[src/rtl/systolic_array_os_if.sv]
`default_nettype none
// ============================================================================
// Module      : systolic_array_os_if
// Description : Job/stream bundle for the output-stationary systolic array.
//               master = job issuer (drives start/k_len and the operand beats)
//               slave  = systolic_array_os
//   start    : one-cycle job request (honoured only when the array is idle)
//   k_len    : inner dimension K of the job, sampled with start
//   in_valid : a_col/b_row carry one beat k
//   in_ready : the array is accepting beats
//   a_col    : column k of A, lane i = A[i][k]
//   b_row    : row k of B, lane j = B[k][j]
//   busy     : a job is in progress
//   done     : one-cycle pulse when c_out becomes valid
//   c_out    : result grid, element (i,j) at bits (i*N+j)*AW +: AW
// Revision    : 1.0 - initial release
// ============================================================================
interface systolic_array_os_if #(
  parameter int N  = 2,
  parameter int DW = 8,
  parameter int AW = 20,
  parameter int KW = 5
);
  logic              start;
  logic [KW-1:0]     k_len;
  logic              in_valid;
  logic              in_ready;
  logic [N*DW-1:0]   a_col;
  logic [N*DW-1:0]   b_row;
  logic              busy;
  logic              done;
  logic [N*N*AW-1:0] c_out;

  modport master (
    output start, k_len, in_valid, a_col, b_row,
    input  in_ready, busy, done, c_out
  );

  modport slave (
    input  start, k_len, in_valid, a_col, b_row,
    output in_ready, busy, done, c_out
  );
endinterface
`default_nettype wire

[src/rtl/systolic_array_os.sv]
`default_nettype none
// ============================================================================
// Module      : systolic_array_os
// Description : NxN output-stationary systolic array computing C = A x B.
//               A columns stream in from the left, B rows from the top, each
//               lane skewed by its index so that A[i][k] and B[k][j] meet in
//               PE(i,j). Every PE accumulates in place; c_out exposes the
//               accumulators directly.
// Ports       : clk  - rising-edge clock
//               rst  - synchronous, active-high reset
//               bus  - systolic_array_os_if.slave (job, beat stream, results)
// Revision    : 1.0 - initial release
// ============================================================================
module systolic_array_os #(
  parameter int N  = 2,
  parameter int DW = 8,
  parameter int AW = 20,
  parameter int KW = 5
) (
  input  logic               clk,
  input  logic               rst,
  systolic_array_os_if.slave bus
);

  localparam logic [1:0] S_IDLE  = 2'd0;
  localparam logic [1:0] S_LOAD  = 2'd1;
  localparam logic [1:0] S_DRAIN = 2'd2;
  localparam logic [1:0] S_DONE  = 2'd3;

  // Drain runs 2N-1 cycles: the last beat needs 2N-2 hops to reach PE(N-1,N-1).
  localparam int              DCW       = $clog2(2 * N);
  localparam logic [DCW-1:0]  DRAIN_END = DCW'(2 * N - 2);

  logic [1:0]     state_q, state_d;
  logic [KW-1:0]  klen_q;
  logic [KW-1:0]  beat_q;
  logic [DCW-1:0] drain_q;

  logic accept_w;   // a beat is consumed this cycle
  logic advance_w;  // the whole array shifts/accumulates this cycle
  logic clear_w;    // a new job is accepted: wipe the datapath

  assign accept_w  = bus.in_valid && (state_q == S_LOAD);
  assign advance_w = accept_w || (state_q == S_DRAIN);
  assign clear_w   = (state_q == S_IDLE) && bus.start;

  always_comb begin
    state_d = state_q;
    case (state_q)
      S_IDLE:  if (bus.start) state_d = (bus.k_len == '0) ? S_DONE : S_LOAD;
      S_LOAD:  if (accept_w && (beat_q == klen_q - 1'b1)) state_d = S_DRAIN;
      S_DRAIN: if (drain_q == DRAIN_END) state_d = S_DONE;
      S_DONE:  state_d = S_IDLE;
      default: state_d = S_IDLE;
    endcase
  end

  always_ff @(posedge clk) begin
    if (rst) begin
      state_q <= S_IDLE;
      klen_q  <= '0;
      beat_q  <= '0;
      drain_q <= '0;
    end else begin
      state_q <= state_d;
      if (clear_w) begin
        klen_q <= bus.k_len;
        beat_q <= '0;
      end else if (accept_w) begin
        beat_q <= beat_q + 1'b1;
      end
      drain_q <= (state_q == S_DRAIN) ? drain_q + 1'b1 : '0;
    end
  end

  assign bus.in_ready = (state_q == S_LOAD);
  assign bus.busy     = (state_q != S_IDLE);
  assign bus.done     = (state_q == S_DONE);

  // a_pass[i][j] / b_pass[i][j]: operands presented to PE(i,j).
  logic [DW-1:0]     a_pass [N][N];
  logic [DW-1:0]     b_pass [N][N];
  logic [N*N*AW-1:0] c_w;

  genvar gi, gj;

  // Input skew: lane i is delayed i stages. Outside LOAD zeros are injected,
  // which is what the drain phase shifts in.
  for (gi = 0; gi < N; gi++) begin : g_skew
    logic [DW-1:0] a_lane_w, b_lane_w;
    assign a_lane_w = (state_q == S_LOAD) ? bus.a_col[gi*DW +: DW] : '0;
    assign b_lane_w = (state_q == S_LOAD) ? bus.b_row[gi*DW +: DW] : '0;

    if (gi == 0) begin : g_direct
      assign a_pass[0][0] = a_lane_w;
      assign b_pass[0][0] = b_lane_w;
    end else begin : g_delay
      logic [DW-1:0] a_sr_q [gi];
      logic [DW-1:0] b_sr_q [gi];
      always_ff @(posedge clk) begin
        if (rst || clear_w) begin
          for (int s = 0; s < gi; s++) begin
            a_sr_q[s] <= '0;
            b_sr_q[s] <= '0;
          end
        end else if (advance_w) begin
          a_sr_q[0] <= a_lane_w;
          b_sr_q[0] <= b_lane_w;
          for (int s = 1; s < gi; s++) begin
            a_sr_q[s] <= a_sr_q[s-1];
            b_sr_q[s] <= b_sr_q[s-1];
          end
        end
      end
      assign a_pass[gi][0] = a_sr_q[gi-1];
      assign b_pass[0][gi] = b_sr_q[gi-1];
    end
  end

  for (gi = 0; gi < N; gi++) begin : g_row
    for (gj = 0; gj < N; gj++) begin : g_col
      logic signed [2*DW-1:0] a_x_w, b_x_w, prod_w;
      logic        [AW-1:0]   acc_q;

      assign a_x_w  = (2*DW)'($signed(a_pass[gi][gj]));
      assign b_x_w  = (2*DW)'($signed(b_pass[gi][gj]));
      assign prod_w = a_x_w * b_x_w;

      // AW'() sign-extends the product when AW > 2*DW and truncates it
      // otherwise; either way the sum wraps modulo 2^AW.
      always_ff @(posedge clk) begin
        if (rst || clear_w) acc_q <= '0;
        else if (advance_w)  acc_q <= acc_q + AW'(prod_w);
      end

      if (gj < N - 1) begin : g_fwd_a
        logic [DW-1:0] a_q;
        always_ff @(posedge clk) begin
          if (rst || clear_w) a_q <= '0;
          else if (advance_w)  a_q <= a_pass[gi][gj];
        end
        assign a_pass[gi][gj+1] = a_q;
      end

      if (gi < N - 1) begin : g_fwd_b
        logic [DW-1:0] b_q;
        always_ff @(posedge clk) begin
          if (rst || clear_w) b_q <= '0;
          else if (advance_w)  b_q <= b_pass[gi][gj];
        end
        assign b_pass[gi+1][gj] = b_q;
      end

      assign c_w[(gi*N+gj)*AW +: AW] = acc_q;
    end
  end

  assign bus.c_out = c_w;

endmodule
`default_nettype wire

[src/flat_wrapper.sv]
// flat-port wrapper written by rule: the top's interface ports become plain ports
module systolic_array_os_flat 
#(
  parameter int N  = 2,
  parameter int DW = 8,
  parameter int AW = 20,
  parameter int KW = 5
)
  (clk, rst, bus_start, bus_k_len, bus_in_valid, bus_a_col, bus_b_row, bus_in_ready, bus_busy, bus_done, bus_c_out);
  systolic_array_os_if #(.N(N), .DW(DW), .AW(AW), .KW(KW)) bus_i ();
  input  logic clk;
  input  logic rst;
  input wire logic [$bits(bus_i.start)-1:0] bus_start;
  input wire logic [$bits(bus_i.k_len)-1:0] bus_k_len;
  input wire logic [$bits(bus_i.in_valid)-1:0] bus_in_valid;
  input wire logic [$bits(bus_i.a_col)-1:0] bus_a_col;
  input wire logic [$bits(bus_i.b_row)-1:0] bus_b_row;
  output wire logic [$bits(bus_i.in_ready)-1:0] bus_in_ready;
  output wire logic [$bits(bus_i.busy)-1:0] bus_busy;
  output wire logic [$bits(bus_i.done)-1:0] bus_done;
  output wire logic [$bits(bus_i.c_out)-1:0] bus_c_out;
  assign bus_i.start = bus_start;
  assign bus_i.k_len = bus_k_len;
  assign bus_i.in_valid = bus_in_valid;
  assign bus_i.a_col = bus_a_col;
  assign bus_i.b_row = bus_b_row;
  assign bus_in_ready = bus_i.in_ready;
  assign bus_busy = bus_i.busy;
  assign bus_done = bus_i.done;
  assign bus_c_out = bus_i.c_out;
  systolic_array_os #(.N(N), .DW(DW), .AW(AW), .KW(KW)) u_core (.clk(clk), .rst(rst), .bus(bus_i));
endmodule
[config.mk]
export PLATFORM = sky130hd
export DESIGN_NAME = systolic_array_os_flat
export DESIGN_NICKNAME = d
export VERILOG_FILES = /design/src/rtl/systolic_array_os_if.sv /design/src/rtl/systolic_array_os.sv /design/src/flat_wrapper.sv
export SDC_FILE = /design/constraint.sdc
export NUM_CORES = 1
export LEC_CHECK = 0
export CAP_MARGIN = 20
export CELL_PAD_IN_SITES_DETAIL_PLACEMENT = 1
export CELL_PAD_IN_SITES_GLOBAL_PLACEMENT = 1
export CORE_MARGIN = 5
export CORE_UTILIZATION = 47
export DETAILED_ROUTE_END_ITERATION = 6
export GPL_ROUTABILITY_DRIVEN = 0
export GPL_TIMING_DRIVEN = 0
export HOLD_SLACK_MARGIN = 0.05
export PLACE_DENSITY_LB_ADDON = 0.1
export SLEW_MARGIN = 20
export SYNTH_ARGS = -nofsm -noshare
export SYNTH_HDL_FRONTEND = slang
export SYNTH_SLANG_ARGS = --single-unit
[constraint.sdc]
create_clock -name clk -period 8.8 [get_ports clk]
set_input_delay 2.64 -clock clk [delete_from_list [all_inputs] [get_ports clk]]
set_output_delay 2.64 -clock clk [all_outputs]
set_load 0.03 [all_outputs]
## Yosys cells after proc, flatten, opt, wreduce, memory -nomap -nowiden

Memory sizes are Yosys's and may differ from the RTL's.
Index checks and enable logic that the tools add are counted.

- Bits in registers: 126
- Logic and storage cells: 65
- Memories: 2
- RAM bits: 16
- Output and inout bits: 83

- Equality and inequality tests: 8
- $add $sub $neg: 7
- Mux-type cells: 18
- Reductions and logical operators: 13
- Multipliers: 4
- Bitwise logic cells: 1

Memories:

| memory | depth | width | read ports | clocked after Yosys merged registers in | wr ports | line | source |
|---|---|---|---|---|---|---|---|
| u_core.g_skew[1].g_delay.a_sr_q | 1 | 8 | 1 | 0 | 1 | systolic_array_os.sv:98 | `logic [DW-1:0] a_sr_q [gi];` |
| u_core.g_skew[1].g_delay.b_sr_q | 1 | 8 | 1 | 0 | 1 | systolic_array_os.sv:99 | `logic [DW-1:0] b_sr_q [gi];` |

Operator list:

| operator | count |
|---|---|
| $add A20 B20 Y20 | 4 |
| $mul A8 B8 Y16 | 4 |
| $mux W8 | 6 |
| $reduce_or A8 Y1 | 2 |
| $mux W2 | 4 |
| $pmux W2 S4 | 1 |
| $mux W1 | 7 |
| $eq A2 B2 Y1 const B | 3 |
| $add A5 B1 Y5 const B | 1 |
| $eq A5 B5 Y1 | 1 |
| $logic_not A5 Y1 | 1 |
| $sub A5 B1 Y5 const B | 1 |
| $ne A2 B1 Y1 const B | 2 |
| $reduce_or A2 Y1 | 2 |
| $logic_and A1 B1 Y1 | 3 |
| $reduce_and A3 Y1 | 1 |
| $add A2 B1 Y2 const B | 1 |
| $eq A2 B1 Y1 const B | 1 |
| $logic_not A2 Y1 | 1 |
| $logic_or A1 B1 Y1 | 2 |
| $ne A2 B2 Y1 const B | 1 |
| $reduce_bool A2 Y1 | 1 |
| $not A1 Y1 | 1 |

## Logic depth before layout (Yosys ltp)

Gate-level depths: netlist of the first run.

- Depth after elaboration: 8
- Depth in mapped cells: 31

## Worst setup path after synthesis of the first run

OpenSTA, ideal clock, no wires.

- Path type: input-to-reg
- Start: input bus_b_row[7]
- End: register u_core.g_row[0].g_col[0].acc_q[19]
- Stages: 26
- Arrival time: 8010 ps
- Data required time: 8728 ps
- Path buffers: 0
- Library setup time: 72 ps
- Setup slack: 718 ps
- Cells stage by stage: nand2_1 > inv_1 > fa_1 > inv_1 > fa_1 > inv_1 > fa_1 > inv_1 > fa_1 > inv_1 > ha_1 > a21oi_1 > o21bai_1 > a21oi_1 > o21ai_0 > a21oi_1 > nand3b_1 > nand3_1 > ha_1 > and3_1 > a311oi_1 > o21a_1 > a21oi_1 > a211o_1 > a21oi_1 > mux2i_1

RTL lines:

| what | line | source |
|---|---|---|
| start: declaration | flat_wrapper.sv:17 | `input wire logic [$bits(bus_i.b_row)-1:0] bus_b_row;` |
| end signal: assignment | systolic_array_os.sv:133 | `else if (advance_w) acc_q <= acc_q + AW'(prod_w);` |
| end: declaration | systolic_array_os.sv:123 | `logic [AW-1:0] acc_q;` |

## Final worst setup path of the first run

- Start: input bus_b_row[7]
- End: register u_core.g_row[0].g_col[0].acc_q[19]

- Longest elaborated chain between the ends: 3

Ends and longest elaborated chain:

| what | line | source |
|---|---|---|
| $mux W8 | systolic_array_os.sv:92 | `assign b_lane_w = (state_q == S_LOAD) ? bus.b_row[gi*DW +: DW] : '0;` |
| $mul A8 B8 Y16 | systolic_array_os.sv:127 | `assign prod_w = a_x_w * b_x_w;` |
| $add A20 B20 Y20 | systolic_array_os.sv:133 |  |

Every way passes these cells.
A chain may end at the register's enable or synchronous reset.

==> metrics.yaml, run 1 <==
status: "finished, final reports clean"
syn_avg_cell_area_um2: 8.511
drcViolationCount: 0
rsz0062_at_grt: "false"
drt_iter0_drc: 604
cp.arrival_ps: 8930
clockBufferDepth: 2
fin_area_um2: 20960
end_kind: "flip-flop"
die_x_um: 208.4
setup_tns_ps: 0
yosys_warnings: 0
path_class: "input port to flip-flop"
cts_hold_buf: 0
worst_ep_required_time_ps: 9180
synth_ff_type: "dfxtp_1"
cts_sinks: 142
placed_area_um2: 20360
worst_slew_pin_slew_ps: 1076
fin_crit_sh: 0.9723
yosysUniqueCellTypes: 68
wl_mm: 55.48
synthAdderAreaFrac: 0.3795
antennaDiodeCount: 0
setup_violations: 0
ys_async_sr_fraction: 0
initial_core_util: 0.4763
final_common_cell: "inv_1"
ys_seq_area_frac: 0.1624
antenna_found_initial: 1
final_antenna_net_count: 0
grt-ovfl-total: 0
numCtsBuffers: 17
io_buffers: 121
via_count: 15732
row_count: 72
drive_gt1_frac: 0.02494
synth_simple_gate_area_frac: 0.1877
muxShareOfSynthArea: 0.001624
first_global_vias: 17144
critPathSlowestCell: "fa_1"
nNetsFinal: 2780
synth_top_family_by_area: "adder cells"
cts_setup_buffers: 0
grt_pass1_wl_mm: 90.07
first_pass_iters: 5
slew_headroom: 0.2798
coreArea_um2: 38830
final_hold_viol_count: 0
clock_latency_ps: 450
grt_max_degree: 17
hold_class: "flip-flop to flip-flop"
detail_route.vias_per_cell: 5.532
cap_violations: 0
cp_max_fo: 10
hpwl_mm: 44.52
ir_drop_v: 0.0002385
timing.hold.ws_ps: 422.9
areaGrowthSynthToFinish_pct: 13.36
synth-compound-area-share: 0.1324
p_leak_nw: 10.16
slew_violations: 0
grt_usage: 0.2563
stdcell_count: 2844
fin_crit_ps: 8556
die_h_um: 208.4
synth_area_um2: 18490
wl_per_cell_um: 19.51
cp-start-kind: "input port"
final_cell_mix: "inv_1 (354), nand2_1 (227), fa_1 (225)"
power.density_nw_per_um2: 206.5
synth_edf_count: 16
synth_nets: 2640
cts-root-buf: "clkbuf_16"
die-area_um2: 43420
fmax_mhz: 116.9
placedCellCount: 2812
cts_tree: "built"
clkSlewWorstSetupHoldPaths_ps: 70
cts_max_level: 4
ioPinCount: 124
syn_inst: 2173
max_stage_delay_ps: 490
fin_skew_ps: 11.73
synth-seq-cells: 142
synth-xor-area-share: 0.05494
==> area by class of cell <==
| class | count | area [µm²] |
|---|---|---|
| Tap cell | 518 | 648.1 |
| Fill cell | 4699 | 17860 |
| Buffer | 47 | 176.4 |
| Multi-Input combinational cell | 1630 | 14020 |
| Timing Repair Buffer | 121 | 1206 |
| Sequential cell | 142 | 3003 |
| Inverter | 354 | 1329 |
| Clock buffer | 19 | 475.5 |
| Clock inverter | 13 | 110.1 |
==> logic make-up (layout without fill, tap and decap cells) <==
group	Yosys count	after routing
AO/OA/AOI/OAI	381	381
XOR/XNOR	116	116
adder cells (fa/ha/maj)	426	426
buffers and inverters	401	554
flip-flops	142	142
multiplexers	3	3
AND/OR/NAND/NOR	704	704
==> layer usage <==
| metal | track usage | part of all wire | vias to the layer above |
|---|---|---|---|
| met5 | 0 | 0 | - |
| li1 | - | - | 7397 |
| met4 | 0.07882 | 0.030 | 0 |
| met2 | 0.4569 | 0.50 | 279 |
| met3 | 0.03600 | 0.038 | 94 |
| met1 | 0.3222 | 0.43 | 7962 |
==> critical path: cells and delay by family <==
kind | cells | cell delay, ps
AO/OA/AOI/OAI | 10 | 1850
adder cells (fa/ha/maj) | 6 | 2580
buffers and inverters | 4 | 610
multiplexers | 1 | 200
AND/OR/NAND/NOR | 5 | 1040
==> repair_timing <==
| action | in CTS | in global routing |
|---|---|---|
| gates resized for setup | 12 | 7 |
| endpoints found under the setup margin | 1 | 3 |
| pin swaps | 0 | 1 |
==> worst paths after layout <==
check               startpoint                            endpoint  slack [ps]  depth (start not counted)
min reg2reg  u_core.drain_q[0]                   u_core.drain_q[0]         420                          1
max               bus_b_row[7]  u_core.g_row[0].g_col[0].acc_q[19]         240                         26
max reg2reg  u_core.state_q[1]  u_core.g_row[0].g_col[0].acc_q[19]        1360                         28
min          u_core.drain_q[0]                   u_core.drain_q[0]         420                          1
==> synth_stat cells, types with 5 or more instances <==
library cell,n,area share
nand3_1,52,0.014
o21ai_0,57,0.015
xnor2_1,88,0.042
fa_1,225,0.24
o21a_1,8,0.0032
nand2_1,228,0.046
a21o_1,49,0.020
nor2b_1,5,0.0017
xor2_1,28,0.013
or3_1,17,0.0058
nand4_1,11,0.0037
ha_1,201,0.14
nand3b_1,7,0.0028
o21bai_1,18,0.0073
inv_1,354,0.072
o211ai_1,6,0.0024
buf_1,9,0.0018
a31oi_1,13,0.0044
and2_1,152,0.051
nor2_1,106,0.022
a211oi_1,22,0.0089
nor3_1,40,0.011
nand2b_1,16,0.0054
and3_1,59,0.020
a211o_1,5,0.0024
edfxtp_1,16,0.026
a21oi_1,148,0.040
clkbuf_1,38,0.0077
dfxtp_1,126,0.14
a22o_1,8,0.0038
==> sequential cells by signal (all words and copies together) (netlist names) <==
register / flops
u_core.g_row.g_col.acc_q: 80
u_core.g_row.g_col.g_fwd_a.a_q: 16
u_core.g_row.g_col.g_fwd_b.b_q: 16
u_core.g_skew.g_delay.a_sr_q: 8
u_core.g_skew.g_delay.b_sr_q: 8
u_core.beat_q: 5
u_core.klen_q: 5
u_core.drain_q: 2
u_core.state_q: 2
==> per-stage QoR <==
stage,utilization,setup slack (ps),power (mW)
finish,0.5399,244.0,4.328
global route,0.5399,15.72,4.685
CTS,0.5393,5.114,4.346
detailed placement,0.5244,-558.8,3.548
global placement,0.5242,-445.3,3.437
floorplan,-,718.3,2.679
==> power by group <==
| group | internal (mW) | switching (mW) |
|---|---|---|
| clock | 0.405 | 0.361 |
| combinational | 0.955 | 1.70 |
| sequential | 0.752 | 0.157 |
Note: power is estimated with default switching activity, not from simulation.
==> run 2: changes to the inputs <==
Settings changed: SLEW_MARGIN 20 to default.
==> metrics.yaml, run 2 (same netlist as run 1, synthesis figures left out) <==
comb_power_share: 0.613  # about the same
hold_class: "flip-flop to flip-flop"
met2_length_mm: 27.79  # -0.78%
final_cell_mix: "inv_1 (354), nand2_1 (227), fa_1 (225)"
ir_drop_v: 0.0002216  # -7.1%
multi_input_area_um2: 14010  # about the same
antennaDiodeCount: 0  # unchanged
numCtsBuffers: 17  # unchanged
final_common_cell: "inv_1"
placedCellCount: 2814  # +0.071%
areaGrowthSynthToFinish_pct: 13.44  # about the same
drive_gt1_frac: 0.02490  # -0.00003212
drt_iter0_drc: 594  # -1.7%
antenna_found_initial: 0  # -1
initial_core_util: 0.4763  # unchanged
fill_cells: 4679  # -0.43%
row_count: 72  # unchanged
stdcell_count: 2847  # +0.11%
power.internal_mw: 2.123  # +0.49%
top_regs: "u_core.g_row.g_col.acc_q x80, u_core.g_row.g_col.g_fwd_a.a_q x16, u_core.g_row.g_col.g_fwd_b.b_q x16"
cts_tree: "built"
met1Wirelength_mm: 22.98  # -3.0%
fin_crit_sh: 0.9674  # -0.004853
grt_max_degree: 17  # unchanged
grt-ovfl-total: 0  # unchanged
die_x_um: 208.4  # unchanged
rsz0062_at_grt: "false"
clkSlewWorstSetupHoldPaths_ps: 60  # about the same
hpwl_mm: 44.63  # +0.25%
drcViolationCount: 0  # unchanged
p_switching_mw: 2.188  # -1.3%
first_global_vias: 17323  # +1.0%
setup_violations: 0  # unchanged
fin_area_um2: 20980  # about the same
cp-start-kind: "input port"
p_leak_nw: 10.17  # +0.13%
path_class: "input port to flip-flop"
io_buffers: 121  # unchanged
top_layer_used: "met4"
first_pass_iters: 5  # unchanged
fin_skew_ps: 12.14  # +0.4134 ps
final_hold_viol_count: 0  # unchanged
cts_sinks: 142  # unchanged
fmax_mhz: 117.5  # +0.50%
wl_mm: 54.69  # -1.4%
register_area_um2: 3003  # unchanged
clkPwrFrac: 0.176  # about the same
fin_crit_ps: 8513  # -42.70 ps
critPathSlowestCell: "fa_1"
wl_met3_mm: 2.272  # +7.9%
final_antenna_net_count: 0  # unchanged
cts-root-buf: "clkbuf_16"
cts_max_level: 4  # unchanged
cap_violations: 0  # unchanged
die_h_um: 208.4  # unchanged
detail_route.vias_per_cell: 5.522  # -0.18%
coreArea_um2: 38830  # unchanged
die-area_um2: 43420  # unchanged
status: "finished, final reports clean"
cp_max_fo: 10  # unchanged
slew_headroom: 0.2808  # +0.001074
worst_ep_required_time_ps: 9180  # about the same
placed_area_um2: 20370  # about the same
power.density_nw_per_um2: 205.5  # -0.49%
clock_latency_ps: 460  # about the same
grt_usage: 0.2551  # -0.001188
wl_per_cell_um: 19.21  # -1.5%
ioPinCount: 124  # unchanged
cp.arrival_ps: 8890  # -40 ps
slew_violations: 0  # unchanged
via_count: 15720  # -0.076%
nNetsFinal: 2783  # +0.11%
worst_slew_pin_slew_ps: 1075  # -1.605 ps
p_seq_frac: 0.210  # about the same
largest_register_ffs: 80  # unchanged
grt_pass1_wl_mm: 89.77  # -0.33%
end_kind: "flip-flop"
max_stage_delay_ps: 490  # about the same
clockBufferDepth: 2  # unchanged
p_sw_frac: 0.5075  # -0.004401
top_register: "u_core.g_row.g_col.acc_q"
-- run 2: critical path: cells and delay by family --
family,cells,cell delay (ps)
multiplexers,1,200
adder cells (fa/ha/maj),6,2570
AO/OA/AOI/OAI,10,1820
buffers and inverters,4,610
AND/OR/NAND/NOR,5,1040
-- run 2: routing by layer --
metal | vias to the layer above | track usage
met5 | - | 0
met4 | 0 | 0.07905
met3 | 81 | 0.03796
met2 | 290 | 0.4555
met1 | 7956 | 0.3185
li1 | 7393 | -
-- run 2: final cells by class --
cell class,count,share of cell area
multi-input cells,1630,0.6678
flip-flops and latches,142,0.1431
inverters,354,0.06333
repair buffers,124,0.05874
well taps,518,0.03089
clock buffers,19,0.02165
plain buffers,47,0.008409
clock inverters,13,0.006083
-- run 2: timing repair --
action,CTS,global route
pin swaps,0,1
setup endpoints to repair,1,1
gates resized for setup,13,6
hold buffers,0,0
buffers inserted,0,1
-- run 2: final timing paths --
kind	start	end	slack, ps	cells past startpoint
max	bus_b_row[7]	u_core.g_row[0].g_col[0].acc_q[19]	290	26
min	u_core.drain_q[0]	u_core.drain_q[0]	420	1
max reg2reg	u_core.state_q[1]	u_core.g_row[0].g_col[0].acc_q[19]	1380	28
min reg2reg	u_core.drain_q[0]	u_core.drain_q[0]	420	1
-- run 2: power groups by stage --
stage	registers, mW	logic (mW)	clock network, mW
floorplan	0.937	1.74	0
global placement	0.917	2.52	0
detailed placement	0.921	2.63	0
CTS	0.907	2.66	0.775
global route	0.921	2.95	0.807
finish	0.907	2.64	0.761
-- run 2: through the flow --
step	setup TNS, ps	total power, mW	utilization	setup WS [ps]	hold slack, ps
after global routing	0	4.678	0.5403	2.351	441.2
after global placement	-662.4	3.437	0.5242	-445.3	399.6
after CTS	0	4.342	0.5397	73.15	420.2
after floorplan	0	2.679	-	718.3	392.1
final	0	4.310	0.5403	286.7	416.9
after detailed placement	-1081	3.551	0.5247	-575.3	411.2
==> run 3: changes to the inputs <==
Settings changed: CORE_MARGIN 5 to 4.
==> metrics.yaml, run 3 (same netlist as run 1, synthesis figures left out) <==
status: "finished, final reports clean"
placedCellCount: 2815  # +0.036%
critPathSlowestCell: "fa_1"
top_regs: "u_core.g_row.g_col.acc_q x80, u_core.g_row.g_col.g_fwd_a.a_q x16, u_core.g_row.g_col.g_fwd_b.b_q x16"
cts_hold_buf: 0  # unchanged
io_buffers: 121  # unchanged
path_class: "input port to flip-flop"
die-area_um2: 42590  # -1.9%
cap_violations: 0  # unchanged
worst_slew_pin_slew_ps: 1097  # +21.77 ps
clockBufferDepth: 2  # unchanged
critPathTopFamily: "adder cells"
p_leak_nw: 10.25  # +0.75%
fmax_mhz: 117.6  # +0.14%
hpwl_mm: 44.78  # +0.33%
largest_register_ffs: 80  # unchanged
met1Wirelength_mm: 23.60  # +2.7%
cts_tree: "built"
slew_violations: 0  # unchanged
clkSlewWorstSetupHoldPaths_ps: 60  # about the same
hp-start: "u_core.drain_q[0]"
top_layer_used: "met4"
drive_gt1_frac: 0.02531  # +0.0004076
top_register: "u_core.g_row.g_col.acc_q"
fin_util: 0.5434  # +0.003098
wl_per_cell_um: 19.28  # +0.34%
numCtsBuffers: 17  # unchanged
pre_cts_slack_ps: -595.0  # -19.72 ps
met2_length_mm: 27.61  # -0.64%
first_global_vias: 16896  # -2.5%
timing.hold.ws_ps: 422.9  # +6.057 ps
cts-root-buf: "clkbuf_16"
cts_sinks: 142  # unchanged
antennaDiodeCount: 0  # unchanged
initial_core_util: 0.4774  # +0.001108
hold_end: "u_core.drain_q[0]"
r2r.worst_path.cells: 29  # +3.6%
fin_skew_ps: 10.52  # -1.622 ps
max_stage_delay_ps: 490  # about the same
setup_tns_ps: 0  # unchanged
reg2reg_slack_ps: 1380  # about the same
drcViolationCount: 0  # unchanged
fill_cells: 4624  # -1.2%
wl_met3_mm: 2.163  # -4.8%
setup_violations: 0  # unchanged
row_count: 72  # unchanged
hold-path-cell-count: 1  # unchanged
die_h_um: 206.4  # -0.96%
grt_pass1_wl_mm: 88.46  # -1.5%
die_x_um: 206.4  # -0.96%
grt-ovfl-total: 0  # unchanged
hold_class: "flip-flop to flip-flop"
power.density_nw_per_um2: 206.8  # +0.67%
fin_crit_sh: 0.9661  # -0.001364
cp-start-kind: "input port"
clock_latency_ps: 450  # about the same
end_kind: "flip-flop"
final_antenna_net_count: 0  # unchanged
grt_max_degree: 17  # unchanged
cp_max_fo: 10  # unchanged
critPathBufInv: 4  # unchanged
antenna_found_initial: 0  # unchanged
stdcell_count: 2849  # +0.070%
final_hold_viol_count: 0  # unchanged
rsz0062_at_grt: "false"
drt_iter0_drc: 802  # +35%
ioPinCount: 124  # unchanged
grt_usage: 0.2628  # +0.007751
first_pass_iters: 5  # unchanged
slew_headroom: 0.2690  # -0.01187
ir_drop_v: 0.0002363  # +6.6%
coreArea_um2: 38740  # -0.23%
detail_route.vias_per_cell: 5.501  # -0.37%
nNetsFinal: 2785  # +0.072%
fin_crit_ps: 8501  # -12.00 ps
final_common_cell: "inv_1"
cts_max_level: 4  # unchanged
wl_mm: 54.92  # +0.41%
via_count: 15673  # -0.30%
final_cell_mix: "inv_1 (354), nand2_1 (227), fa_1 (225)"
timing.rr.start: "u_core.state_q[1]"
areaGrowthSynthToFinish_pct: 13.83
worst_ep_required_time_ps: 9190  # about the same
worst_r2r_endpoint: "u_core.g_row[0].g_col[0].acc_q[19]"
fin_ws_ps: 298.7  # +12.00 ps
cp.arrival_ps: 8890  # about the same
## run 3: layer usage
layer | up-vias | track usage
met4 | 0 | 0.07985
met3 | 74 | 0.03891
met1 | 7898 | 0.3340
met2 | 295 | 0.4629
li1 | 7406 | -
met5 | - | 0
## run 3: area by class of cell
class	count	area [µm²]	area share
Clock inverter	11	130.1	0.006181
Tap cell	518	648.1	0.03079
Timing Repair Buffer	126	1291	0.06134
Inverter	354	1329	0.06312
Sequential cell	142	3003	0.1426
Clock buffer	21	461.7	0.02193
Buffer	47	176.4	0.008380
Multi-Input combinational cell	1630	14010	0.6656
## run 3: worst max path at each step
stage	startpoint	endpoint	slack [ps]	depth (start not counted)
after global routing	bus_b_row[7]	u_core.g_row[0].g_col[0].acc_q[19]	3	26
after detailed placement	bus_b_row[2]	u_core.g_row[0].g_col[0].acc_q[19]	-600	26
after floorplan	bus_b_row[7]	u_core.g_row[0].g_col[0].acc_q[19]	720	26
after global placement	bus_a_col[5]	u_core.g_row[0].g_col[0].acc_q[19]	-460	26
after CTS	bus_b_row[0]	u_core.g_row[0].g_col[0].acc_q[19]	4	26
final	bus_b_row[7]	u_core.g_row[0].g_col[0].acc_q[19]	300	26
## run 3: repair_timing
action,CTS,global route
resized for setup,5,16
pin swaps,0,1
buffers inserted,0,1
endpoints found under the setup margin,1,3
gates cloned,0,0
## run 3: through the flow
stage	power (mW)	area (µm²)
6_report	4.354	21050
5_1_grt	4.706	21050
4_1_cts	4.351	20980
3_5_place_dp	3.547	20390
3_3_place_gp	3.437	20350
2_1_floorplan	2.679	18490
## run 3: power by group
part	internal (mW)	switching (mW)	leakage, nW
Clock	0.438	0.331	0.288
Sequential	0.752	0.154	1.20
Combinational	0.972	1.71	8.77
Total	2.16	2.19	10.2
